==> src/rtl/apb_bridge.sv <==
// Bridges one core bus request into one APB3 transfer on a slave decoded from bus_addr[SEL_LSB +: IDX_W].
// Optional feature macro APB_TIMEOUT_EN: abort an ACCESS phase after TIMEOUT_CYCLES cycles with bus_err.
module apb_bridge #(
  parameter int NUM_SLV        = 4,
  parameter int SEL_LSB        = 12,
  parameter int ADDR_W         = 12,
  parameter int TIMEOUT_CYCLES = 256
) (
  input  logic                  clk,
  input  logic                  rst,
  input  logic [31:0]           bus_addr,
  input  logic [31:0]           bus_wdata,
  input  logic                  bus_write,
  input  logic                  bus_valid,
  output logic [31:0]           bus_rdata,
  output logic                  bus_ready,
  output logic                  bus_err,
  output logic [ADDR_W-1:0]     paddr,
  output logic [NUM_SLV-1:0]    psel,
  output logic                  penable,
  output logic                  pwrite,
  output logic [31:0]           pwdata,
  input  logic [NUM_SLV*32-1:0] prdata,
  input  logic [NUM_SLV-1:0]    pready,
  input  logic [NUM_SLV-1:0]    pslverr
);
  localparam int IDX_W = $clog2(NUM_SLV);

  typedef enum logic [1:0] {IDLE, SETUP, ACCESS, RESP} state_t;

  state_t              state_q, state_d;
  logic [31:0]         bus_rdata_q, bus_rdata_d;
  logic                bus_ready_q, bus_ready_d;
  logic                bus_err_q, bus_err_d;
  logic [ADDR_W-1:0]   paddr_q, paddr_d;
  logic [NUM_SLV-1:0]  psel_q, psel_d;
  logic                penable_q, penable_d;
  logic                pwrite_q, pwrite_d;
  logic [31:0]         pwdata_q, pwdata_d;

  logic [IDX_W-1:0]    req_idx;
  logic                sel_ready, sel_err;
  logic [31:0]         sel_rdata;
  logic                tmo_hit;
  logic                unused_addr_bits;

  assign req_idx          = bus_addr[SEL_LSB +: IDX_W];
  assign unused_addr_bits = ^bus_addr;

`ifdef APB_TIMEOUT_EN
  localparam int CNT_W = (TIMEOUT_CYCLES > 2) ? $clog2(TIMEOUT_CYCLES) : 1;
  logic [CNT_W-1:0] tmo_cnt_q, tmo_cnt_d;
  assign tmo_hit = (tmo_cnt_q == CNT_W'(TIMEOUT_CYCLES - 1));
`else
  assign tmo_hit = 1'b0;
`endif

  // psel_q is one-hot during ACCESS, so it doubles as the response mux select.
  always_comb begin
    sel_ready = 1'b0;
    sel_err   = 1'b0;
    sel_rdata = '0;
    for (int i = 0; i < NUM_SLV; i++) begin
      if (psel_q[i]) begin
        sel_ready = pready[i];
        sel_err   = pslverr[i];
        sel_rdata = prdata[32*i +: 32];
      end
    end
  end

  always_comb begin
    state_d     = state_q;
    bus_rdata_d = bus_rdata_q;
    bus_ready_d = 1'b0;
    bus_err_d   = bus_err_q;
    paddr_d     = paddr_q;
    psel_d      = psel_q;
    penable_d   = penable_q;
    pwrite_d    = pwrite_q;
    pwdata_d    = pwdata_q;
`ifdef APB_TIMEOUT_EN
    tmo_cnt_d   = tmo_cnt_q;
`endif
    case (state_q)
      IDLE: begin
        if (bus_valid) begin
          paddr_d   = bus_addr[ADDR_W-1:0];
          pwdata_d  = bus_wdata;
          pwrite_d  = bus_write;
          bus_err_d = 1'b0;
          if (32'(req_idx) < NUM_SLV) begin
            psel_d  = NUM_SLV'(1) << req_idx;
            state_d = SETUP;
          end else begin
            bus_err_d   = 1'b1;
            bus_rdata_d = '0;
            bus_ready_d = 1'b1;
            state_d     = RESP;
          end
        end
      end
      SETUP: begin
        penable_d = 1'b1;
        state_d   = ACCESS;
`ifdef APB_TIMEOUT_EN
        tmo_cnt_d = '0;
`endif
      end
      ACCESS: begin
        if (sel_ready || tmo_hit) begin
          psel_d      = '0;
          penable_d   = 1'b0;
          bus_ready_d = 1'b1;
          state_d     = RESP;
          // A pready in the timeout cycle takes priority over the abort.
          bus_err_d   = sel_ready ? sel_err : 1'b1;
          bus_rdata_d = (!sel_ready || sel_err || pwrite_q) ? 32'h0 : sel_rdata;
        end else begin
`ifdef APB_TIMEOUT_EN
          tmo_cnt_d = tmo_cnt_q + CNT_W'(1);
`endif
        end
      end
      RESP: begin
        state_d = IDLE;
      end
      default: state_d = IDLE;
    endcase
  end

  always_ff @(posedge clk) begin
    if (rst) begin
      state_q     <= IDLE;
      bus_rdata_q <= '0;
      bus_ready_q <= 1'b0;
      bus_err_q   <= 1'b0;
      paddr_q     <= '0;
      psel_q      <= '0;
      penable_q   <= 1'b0;
      pwrite_q    <= 1'b0;
      pwdata_q    <= '0;
`ifdef APB_TIMEOUT_EN
      tmo_cnt_q   <= '0;
`endif
    end else begin
      state_q     <= state_d;
      bus_rdata_q <= bus_rdata_d;
      bus_ready_q <= bus_ready_d;
      bus_err_q   <= bus_err_d;
      paddr_q     <= paddr_d;
      psel_q      <= psel_d;
      penable_q   <= penable_d;
      pwrite_q    <= pwrite_d;
      pwdata_q    <= pwdata_d;
`ifdef APB_TIMEOUT_EN
      tmo_cnt_q   <= tmo_cnt_d;
`endif
    end
  end

  assign bus_rdata = bus_rdata_q;
  assign bus_ready = bus_ready_q;
  assign bus_err   = bus_err_q;
  assign paddr     = paddr_q;
  assign psel      = psel_q;
  assign penable   = penable_q;
  assign pwrite    = pwrite_q;
  assign pwdata    = pwdata_q;

endmodule

==> config.mk <==
export PLATFORM = sky130hd
export DESIGN_NAME = apb_bridge
export DESIGN_NICKNAME = d
export VERILOG_FILES = /design/src/rtl/apb_bridge.sv
export SDC_FILE = /design/constraint.sdc
export NUM_CORES = 1
export LEC_CHECK = 0
export CELL_PAD_IN_SITES_DETAIL_PLACEMENT = 1
export CELL_PAD_IN_SITES_GLOBAL_PLACEMENT = 2
export CORE_UTILIZATION = 20
export DETAILED_ROUTE_END_ITERATION = 16
export GPL_ROUTABILITY_DRIVEN = 1
export HOLD_SLACK_MARGIN = 0.02
export PLACE_DENSITY_LB_ADDON = 0.1
export SLEW_MARGIN = 30
export SYNTH_ARGS = -nofsm -noshare
export SYNTH_HDL_FRONTEND = slang
export SYNTH_SLANG_ARGS = --single-unit
==> constraint.sdc <==
create_clock -name clk -period 2.77 [get_ports clk]
set_input_delay 0.554 -clock clk [delete_from_list [all_inputs] [get_ports clk]]
set_output_delay 0.554 -clock clk [all_outputs]
set_load 0.02 [all_outputs]
==> reports/summary.txt <==
RSZ-0062 raised after global routing = false
Hold_ws = 0.452 ns
Post-Syn Instances = 485
Largest family of logic cells by synthesized area = compound AO/OA/AOI/OAI gates
Worst Tran Pin Value = 0.827 ns
Fillers = 2455
R2r startpoint = psel[1]
Max Cap Viol = 0
Post-DR wirelength/cell = 18.2 um
Layout Cells excl Fill = 1009
Critical Path AT = 1.64 ns
Clock H-tree levels = 3
Setup Buffers After CTS = 0
Worst path max stage delay = 0.70 ns
Die width = 149 um
Compound-Gate Fraction of Synth Area = 31.8%
Leak = 0.00247 uW
Largest net degree at the start of global routing = 39
Root buf cell = clkbuf_16
Synth Area in XOR/XNOR = 0%
TritonCTS Sinks = 86
Cell Area, Synth = 4320 um^2
Post-synth EDFFs = 0
Final hold vios = 0
Initial antenna violation count = 0
CTS clk-pin slew, worst paths = 0.07 ns
Pint = 2950 uW
Worst-path cell chain = clkdlybuf4s50_1
1st-iter DRT viols = 98
Worst path bufs/invs = 1
Cell Rows = 53
Clock power share = 27.3%
Register area share after synthesis = 39.9%
Peak supply drop = 0.305 mV
Worst Setup Start Kind = register
Gp weighted congestion = 0.729
Worst path required time = 2.22 ns
Fmax = 455 MHz
Worst Slack Setup Final = 0.574 ns
Clk Latency, worst-skew pair = 0.35 ns
Routed WL = 18.3 mm
Total iterations of the first detailed-routing run = 4
Pre-CTS setup slack = 0.294 ns
Ys async rst share = 0%
Worst path slowest cell = clkdlybuf4s50_1
Placed insts = 993
Top-Level Pins = 288
Die area = 22200 um^2
Core Util, Final = 35.7%
Post-Synthesis Mean Instance Area = 8.90 um^2
YS warnings = 0
Worst-path fanout max = 10
DP Wirelength = 13.4 mm
Switch Pwr = 1640 uW
First-pass GRT wire length = 27.8 mm
Register bit total from synthesis = 86
Combinational power share = 40.8%
Number of buffers created by CTS = 9
Total GRT Usage = 16.2%
Number of global-route vias before repair = 5111
Area grow syn2layout = 74.1%
Starting density of the core = 20.5%
CTS Buffer Depth = 2
CTS tree = yes
DRC violations left = 0
Port Buf Inserts = 269
Vias after detailed routing = 4756
Core area = 21100 um^2
Proportion of layout cells with a drive suffix above 1 = 9.40%
Gr ovfl total = 0
Hold_buf cts = 0
Slew margin rel. = 44.7%
Final #Nets = 936
ANT cells = 0
Crit. End Element = output port
Crit Path Category = reg2out
P per Cell Area = 611 nW/um^2
Post-route minimum period = 2.20 ns
Syn_nets = 692
Die Y-Extent = 149 um
Critical path launch point = psel[1]
Critical path's top delay family = buffers and inverters
Hold path start = bus_rdata[0]
Post-cts resize count = 0
Synth Area in Adders = 0.869%
Worst Skew = 0.00528 ns
Power share of the sequential group = 31.8%
Vias/cell = 4.71
Final TNS setup = 0 ns
Routed Antenna Nets = 0
Hold WC Path Type = reg2reg
Mux share of post-synthesis cell area = 0.261%
Synth Area in Simple Gates = 16.9%
Final setup violating endpoints = 0
Final Max Slew Viols = 0
Cell variety after synth = 43
Status = complete, no violations
Fin crit share = 79.3%
Sw frac = 35.7%
Top FF cell, synth = dfxtp_1
==> logic make-up after synthesis <==
logic type / after synthesis
muxes: 1
AOI/OAI and AO/OA: 162
buffers and inverters: 86
and+or+nand+nor: 147
DFF: 86
adders and majority gates: 3
==> cell usage in the layout, fill, tap and decap left out, types with 2 or more instances in the layout <==
| master | instances |
|---|---|
| a21oi_1 | 48 |
| a221oi_1 | 32 |
| a31oi_1 | 3 |
| buf_12 | 4 |
| buf_4 | 10 |
| clkbuf_16 | 9 |
| clkdlybuf4s50_1 | 268 |
| clkinvlp_4 | 2 |
| dfxtp_1 | 86 |
| ha_1 | 3 |
| inv_1 | 35 |
| nand2_1 | 93 |
| nand2b_1 | 3 |
| nor2_1 | 6 |
| nor4bb_1 | 2 |
| o2111ai_1 | 2 |
| o21a_1 | 2 |
| o22ai_1 | 33 |
| o32ai_1 | 2 |
| o32ai_2 | 30 |
| or4_1 | 32 |
==> power groups by stage <==
stage          sequential (uW)  combinational, uW  clock, uW
2_1_floorplan             1630                933          0
3_3_place_gp              1480               1880          0
3_5_place_dp              1490               1910          0
4_1_cts                   1470               1920       1290
5_1_grt                   1480               2050       1370
6_report                  1460               1880       1260
==> Yosys cell counts, drive strengths merged (3+ instances only) <==
cell / count / area (um^2)
inv: 35 / 131
buf: 26 / 216
nand2: 93 / 349
a31oi: 3 / 18.8
o32ai: 32 / 505
ha: 3 / 37.5
or4: 32 / 240
o22ai: 33 / 206
a21oi: 48 / 240
nand2b: 3 / 18.8
a221oi: 33 / 295
clkbuf: 24 / 93.8
nor2: 7 / 26.3
dfxtp: 86 / 1720
==> sequential cells by signal (all words and copies together), names as in the netlist <==
register / flops
penable: 1
bus_ready: 1
pwrite: 1
bus_rdata: 32
paddr: 12
psel: 4
pwdata: 32
bus_err: 1
state_q: 2
==> layer usage <==
layer  global-route usage [%]  wire, um  share of wire, %
met1                     18.9      7790                42
met2                     28.0      8730                48
met3                     4.74      1480               8.1
met4                     5.77       335               1.8
met5                        0         0                 0
==> final cells by class <==
cell class | instances | area, um^2 | area share [%]
Clock buffer | 11 | 243 | 3.23
Clock inverter | 5 | 58.8 | 0.782
Inverter | 36 | 135 | 1.80
Multi-Input combinational cell | 313 | 2170 | 28.9
Sequential cell | 86 | 1720 | 22.9
Tap cell | 275 | 344 | 4.58
Timing Repair Buffer | 283 | 2840 | 37.8
==> metrics by stage <==
step                      total power [uW]  instance area (um^2)
after global routing                  4900                  7520
after detailed placement              3400                  7220
after CTS                             4680                  7520
after floorplan                       2560                  4320
final                                 4590                  7520
after global placement                3360                  7220
==> worst min-delay path: stages (launching register included) <==
cell     delay, ns
dfxtp_1       0.31
inv_1         0.05
o32ai_1       0.05
==> final timing paths <==
| path | to | slack, ns | cells past startpoint |
|---|---|---|---|
| hold reg to reg | bus_rdata[0] | 0.45 | 2 |
| setup reg to reg | bus_rdata[7] | 0.72 | 4 |
| setup / recovery | psel[1] | 0.57 | 1 |
| hold / removal | bus_rdata[0] | 0.45 | 2 |
Power figures use the tool's default switching activity.
==> edit, RTL diff (config.mk and constraints unchanged) <==
Put one more register stage on the output `bus_err`, without a reset. The value now appears one clock later. The other outputs are not delayed to match. Comments in the files are not updated.
--- a/src/rtl/apb_bridge.sv
+++ b/src/rtl/apb_bridge.sv
@@ -161,7 +161,9 @@
 
   assign bus_rdata = bus_rdata_q;
   assign bus_ready = bus_ready_q;
-  assign bus_err   = bus_err_q;
+  always_ff @(posedge clk) begin
+    bus_err <= bus_err_q;
+  end
   assign paddr     = paddr_q;
   assign psel      = psel_q;
   assign penable   = penable_q;
Function: changed (a bounded check fails within 4 cycles, from zero or initial values and one cycle with rst high).
==> edit against the unedited design <==
- area after synthesis is 0.46% higher
- design area is 0.78% higher
- sequential cell count is 1 higher
- non-clock buffer count is 2 higher
- die area is 0.46% higher
- critical path type unchanged
- worst setup slack worse by 32 ps
- synthesized cell count is 0.21% higher
- highest routed layer unchanged
- clock skew is 1.5 ps lower
- power is 0.43% higher
- wire length is 1.2% higher
==> edit: results (changes against the unedited design) <==
outcome finished, final reports clean; Worst Skew 3.73 ps (-1.55 ps); hold crit path type reg -> reg; layout cell share with drive strength beyond 1 0.0977 (+0.00369); min-delay src bus_err_q; post-CTS setup buffer count 0 (unchanged); vias 4797 (+0.86%); register area share after synthesis 0.401 (+0.00277); first-pass GRT wire length 28.4 mm (+2.2%); hold depth 0 (-2); Placer Congestion 0.724 (-0.62%); diode count 0 (unchanged); Leak 2.50 nW (+1.1%); Worst R2R Setup Slack 670 ps (-50 ps); 1st-iter DRT viols 67 (-32%); worst vdd ir 0.316 mV (+3.6%); top post-synthesis cells by area dfxtp_1, o32ai_2, nand2_1; WHS Endpoint bus_err; average wire per standard cell 18.3 um (+0.86%); GRT Total Usage 0.165 (+0.00313); largest net degree at the start of global routing 86 (+120%); input/output buffers 269 (unchanged); Critical Path AT 1670 ps (+30 ps); syn nets 693 (+0.14%); synth cell count leaders nand2_1, dfxtp_1, a21oi_1; vias in the first global route 5152 (+0.80%); reg2reg path depth 5 (+1); relative slew slack 0.665 (+0.218); reg-to-reg endpoint bus_rdata[2]; fillcell total 2394 (-2.5%); CP max FO 11 (+1); nets@finish 939 (+0.32%); detailed placer's ending HPWL 13.5 mm (+0.93%)
edit: how the worst max path moves through the flow:
stage,start,end,slack (ps)
final,psel[1],psel[1],540
after global routing,psel[1],psel[1],450
after CTS,psel[1],psel[1],510
after detailed placement,pready[0],bus_rdata[2],370
after global placement,pslverr[1],bus_rdata[2],310
after floorplan,psel[0],bus_rdata[12],1050
edit: final cells by class:
cell class / count / area [um^2] / area share
Multi-Input combinational cell: 313 / 2170 / 0.287
Tap cell: 275 / 344 / 0.0454
Inverter: 36 / 135 / 0.0178
Sequential cell: 87 / 1740 / 0.230
Clock buffer: 9 / 225 / 0.0297
Clock inverter: 7 / 72.6 / 0.00958
Timing Repair Buffer: 285 / 2890 / 0.381
edit: report_power, final:
| group | internal, W | switching [W] | total, W |
|---|---|---|---|
| clock | 0.000701 | 0.000529 | 0.00123 |
| combinational | 0.000877 | 0.00103 | 0.00191 |
| sequential | 0.00139 | 0.0000843 | 0.00148 |
| total | 0.00297 | 0.00164 | 0.00461 |
edit: metal layers:
| layer | vias to the layer above | part of all wire | track usage | routed length [um] |
|---|---|---|---|---|
| li1 | 2294 | - | - | - |
| met1 | 2309 | 0.42 | 0.194 | 7820 |
| met2 | 176 | 0.48 | 0.288 | 8920 |
| met3 | 18 | 0.080 | 0.0459 | 1490 |
| met4 | 0 | 0.016 | 0.0541 | 300 |
| met5 | - | 0 | 0 | 0 |
edit: logic make-up after synthesis:
kind of cell / count (synthesis) / share of synthesized area
adders and majority gates: 3 / 0.00865
muxes: 1 / 0.00260
AOI/OAI and AO/OA: 162 / 0.317
and+or+nand+nor: 147 / 0.168
DFF: 87 / 0.401
buffers and inverters: 86 / 0.103
edit: stage by stage:
step | hold slack, ps | total power (W) | cell area [um^2] | setup slack (ps) | std cells
global placement | 356 | 0.00336 | 7240 | 312 | 994
global route | 384 | 0.00494 | 7580 | 454 | 1012
finish | 363 | 0.00461 | 7580 | 542 | 1012
CTS | 375 | 0.00472 | 7580 | 511 | 1012
detailed placement | 358 | 0.00345 | 7280 | 373 | 996
floorplan | 324 | 0.00258 | 4340 | 1050 | 486
